`config.mk`:
```
export PLATFORM = sky130hd
export DESIGN_NAME = down_count_ten
export DESIGN_NICKNAME = d
export VERILOG_FILES = /design/src/rtl/down_count_ten.sv
export SDC_FILE = /design/constraint.sdc
export NUM_CORES = 1
export LEC_CHECK = 0
export CAP_MARGIN = 40
export CORE_MARGIN = 2
export CORE_UTILIZATION = 35
export CTS_CLUSTER_SIZE = 14
export DETAILED_ROUTE_END_ITERATION = 8
export HOLD_SLACK_MARGIN = 0.15
export SETUP_SLACK_MARGIN = 0.5
export SKIP_CTS_REPAIR_TIMING = 1
export SLEW_MARGIN = 10
export SYNTH_ARGS = -nofsm -noshare
export SYNTH_HDL_FRONTEND = slang
export SYNTH_SLANG_ARGS = --single-unit
```
`constraint.sdc`:
```
create_clock -name clk -period 4.68 [get_ports clk]
set_clock_uncertainty 0.15 [all_clocks]
set_input_delay 0.936 -clock clk [delete_from_list [all_inputs] [get_ports clk]]
set_output_delay 0.936 -clock clk [all_outputs]
set_load 0.01 [all_outputs]
```
`src/rtl/down_count_ten.sv`:
```
`default_nettype none
// ============================================================================
//  Module      : down_count_ten
//  Description : Loadable, start-gated multi-digit BCD countdown timer with
//                optional wrap from zero to all-nines.
//  Revision    : 1.0
// ============================================================================
module down_count_ten #(
    parameter int DIGITS = 2,
    parameter bit WRAP   = 1'b0
) (
    input  logic                  clk,
    input  logic                  a_reset_n,
    input  logic                  load,
    input  logic [4*DIGITS-1:0]   load_val,
    input  logic                  start,
    output logic [4*DIGITS-1:0]   count,
    output logic                  running,
    output logic                  expired,
    output logic                  done
);

    localparam int W = 4 * DIGITS;

    typedef enum logic [1:0] {
        IDLE    = 2'd0,
        RUN     = 2'd1,
        EXPIRED = 2'd2
    } state_t;

    state_t         state_q, state_d;
    logic [W-1:0]   count_q, count_d;
    logic           running_q, running_d;
    logic           expired_q, expired_d;
    logic           done_q, done_d;
    logic [W-1:0]   w_dec;
    logic [W-1:0]   w_san;
    logic           w_dec_ok;

    // Ripple-borrow BCD decrement of the current count, and per-digit
    // clamping of the preset so digits never hold A-F.
    always_comb begin : bcd_arith
        logic borrow;
        borrow = 1'b1;
        w_dec  = '0;
        w_san  = '0;
        for (int i = 0; i < DIGITS; i++) begin
            if (borrow && (count_q[4*i +: 4] == 4'd0)) begin
                w_dec[4*i +: 4] = 4'd9;
            end else if (borrow) begin
                w_dec[4*i +: 4] = count_q[4*i +: 4] - 4'd1;
                borrow          = 1'b0;
            end else begin
                w_dec[4*i +: 4] = count_q[4*i +: 4];
            end
            w_san[4*i +: 4] = (load_val[4*i +: 4] > 4'd9) ? 4'd9 : load_val[4*i +: 4];
        end
    end

    assign w_dec_ok = (count_q != '0) || WRAP;

    always_comb begin
        state_d = state_q;
        count_d = count_q;
        done_d  = 1'b0;
        if (load) begin
            state_d = IDLE;
            count_d = w_san;
        end else if (state_q == EXPIRED) begin
            state_d = EXPIRED;
        end else if (start && w_dec_ok) begin
            count_d = w_dec;
            state_d = RUN;
            // Only a 1 -> 0 step lands on zero; the 0 -> all-nines wrap never does.
            if (w_dec == '0) begin
                done_d = 1'b1;
                if (!WRAP) begin
                    state_d = EXPIRED;
                end
            end
        end else begin
            state_d = IDLE;
        end
        running_d = (state_d == RUN);
        expired_d = (state_d == EXPIRED);
    end

    always_ff @(posedge clk or negedge a_reset_n) begin
        if (!a_reset_n) begin
            state_q   <= IDLE;
            count_q   <= '0;
            running_q <= 1'b0;
            expired_q <= 1'b0;
            done_q    <= 1'b0;
        end else begin
            state_q   <= state_d;
            count_q   <= count_d;
            running_q <= running_d;
            expired_q <= expired_d;
            done_q    <= done_d;
        end
    end

    assign count   = count_q;
    assign running = running_q;
    assign expired = expired_q;
    assign done    = done_q;

endmodule
`default_nettype wire

```
==> flow_summary.yaml <==
logic_synthesis:
  synth_area_per_cell_um2: 9.55
  synth-compound-area-share_pct: 13.4
  synth_area_leaders: "dfrtp_1, nand2_1, nand3b_1"
  postSynthNetCount: 91
  synth_top_family_by_area: "simple AND/OR/NAND/NOR gates"
  synth_flop_cell: "dfrtp_1"
  synth_fa_ha_area_share_pct: 3.40
  synth_largest_area_cell: "dfrtp_1"
  synth_warnings: 0
  synth.most_common_cell: "dfrtp_1"
  synth_edf_count: 0
  yosys.area_share.simple_pct: 32.7
  synthCells: 77
  synth.cell_area_um2: 736
  synthArstFlopShare_pct: 100
  muxShareOfSynthArea_pct: 2.72
  synth_common_cells: "dfrtp_1, nand2_1, inv_1"
  yosysSeqAreaShare_pct: 44.2
  synth_top_area_share_pct: 44.2
  synthXorXnorAreaFrac_pct: 0
  ys_types: 31
  ys_seq_elements: 13
clock_network:
  clkTransAtPathRegs_ps: 80
  clock_sinks: 13
  cts_buffers: 3
  cts_tree: "done"
  clockBufferDepth: 2
  cts_htree_levels: 1
  clockRootBuffer: "clkbuf_4"
  clk_latency_ps: 270
pwr:
  power_leakage_uw: 0.000423
  ir_drop_v: 0.000133
  p_per_area_nw_per_um2: 274
detailed_routing:
  route.detailed.drc: 0
  first_pass_iters: 4
  drtIter0Drc: 16
  viasPerCell: 5.25
  wl_per_cell_um: 12.8
  vias: 672
  antenna_left: 0
  routed_wl_um: 1640
timing:
  setup_viol: 0
  slew_headroom_pct: 57.0
  period_needed_ps: 2480
  fin_crit_sh_pct: 53.0
  fmaxAchievable_ghz: 0.403
  rsz0062_at_grt: "no"
  slew_violations: 0
  worstMarginPinSlew_ps: 643
  tns_ps: 0
  hold_viol: 0
outcome:
  status: "finished, final reports clean"
setup_path:
  crit_required_ps: 3590
  worstReg2RegStart: "count[4]"
  cp.depth: 1
  critPathLaunch: "count[1]"
  critical-path-slowest-cell: "clkdlybuf4s50_1"
  cp_slowest_stage_delay_ps: 600
  regToRegEndpoint: "running"
  crit_type: "reg -> out"
  cp_data_arrival_time_ps: 1400
  critPathTopFamily: "buffers and inverters"
  cp-endpoint: "count[1]"
  timing.reg2reg.setup_slack_ps: 2810
  crit_chain: "clkdlybuf4s50_1"
  start_kind: "flip-flop"
  path_buf_inv: 1
  end_kind: "output pin"
  rr_worst_depth: 6
  crit_fanout: 8
global_routing:
  grt_pass1_vias: 668
  grt_usage_pct: 15.2
  grt_max_degree: 21
  grt-ovfl-total: 0
  antenna_found_initial: 0
  grt_pass1_wl_um: 2860
placed_design:
  numPortBuffers: 22
  globalplace.congestion: 0.783
  dp_hpwl_um: 1260
  placed_area_um2: 982
cells_and_area:
  drive_gt1_share_pct: 7.92
  fin_area_um2: 1010
  regArea_um2: 325
  utilization_pct: 50.9
  nets: 116
  multi_input_area_um2: 384
  syn2layout_area_growth_pct: 37.1
  antenna_cells: 0
  n_fill_cell: 194
run:
  drv_cap: 0
floorplanning:
  fp.dieH_um: 49.8
  start_util_pct: 37.1
  dieArea_um2: 2480
  die_w_um: 49.8
  core_area_um2: 1980
  io_pins: 23
  rows: 16
worst_hold_path:
  hp-class: "reg -> reg"
[routing by layer]
| layer | up-vias | global-route usage (%) | wire length (µm) |
|---|---|---|---|
| met5 | - | 0 | 0 |
| met3 | 2 | 3.33 | 75 |
| met1 | 325 | 19.7 | 759 |
| met2 | 16 | 24.0 | 786 |
| li1 | 329 | - | - |
| met4 | 0 | 6.94 | 14 |
[cells in the final DEF, fill, tap and decap left out, types with 2 or more instances in the layout]
cell,count
nand2_1,9
mux2i_1,2
dfrtp_1,13
nand3_1,4
a21oi_1,4
nor2_1,4
o211ai_1,2
nor4_1,3
or3_1,2
nor3b_1,2
inv_1,5
o21ai_0,3
nand3b_1,4
clkdlybuf4s50_1,22
clkbuf_4,3
ha_1,2
[layout make-up]
type	count	area share [%]
inverters	5	1.86
clock buffers	4	2.61
flip-flops and latches	13	32.3
repair buffers	22	21.8
well taps	27	3.35
multi-input cells	57	38.1
[where the power goes]
group	leakage [µW]	internal, µW	switching, µW
sequential	0.000166	121	14.0
clock	0.0000150	33.0	36.1
combinational	0.000242	40.2	32.1
total	0.000423	195	82.2
[metrics by stage]
step / total power, µW / setup slack [ps] / hold WS [ps] / std cells
CTS: 282 / 2180 / 485 / 128
floorplan: 172 / 2660 / 437 / 77
global placement: 210 / 2020 / 475 / 124
detailed placement: 210 / 1940 / 475 / 124
global route: 299 / 2090 / 523 / 128
finish: 277 / 2200 / 476 / 128
[worst min path at each step]
stage / from / endpoint / slack (ps) / cells after the start
finish: state_q[0] / expired / 480 / 2
global route: count[7] / count[7] / 520 / 2
global placement: state_q[0] / state_q[1] / 470 / 2
floorplan: state_q[0] / expired / 440 / 2
detailed placement: state_q[0] / expired / 480 / 2
CTS: state_q[0] / expired / 480 / 2
[flip-flops by register name (all words and copies together), names as in the netlist]
signal	count
count	8
state_q	2
done	1
expired	1
running	1
[cell families after synthesis]
group | after synthesis
flip-flops | 13
adder cells (fa/ha/maj) | 2
multiplexers | 2
AND/OR/NAND/NOR | 38
AO/OA/AOI/OAI | 15
buffers and inverters | 7
Note: power is estimated with default switching activity, not from simulation.
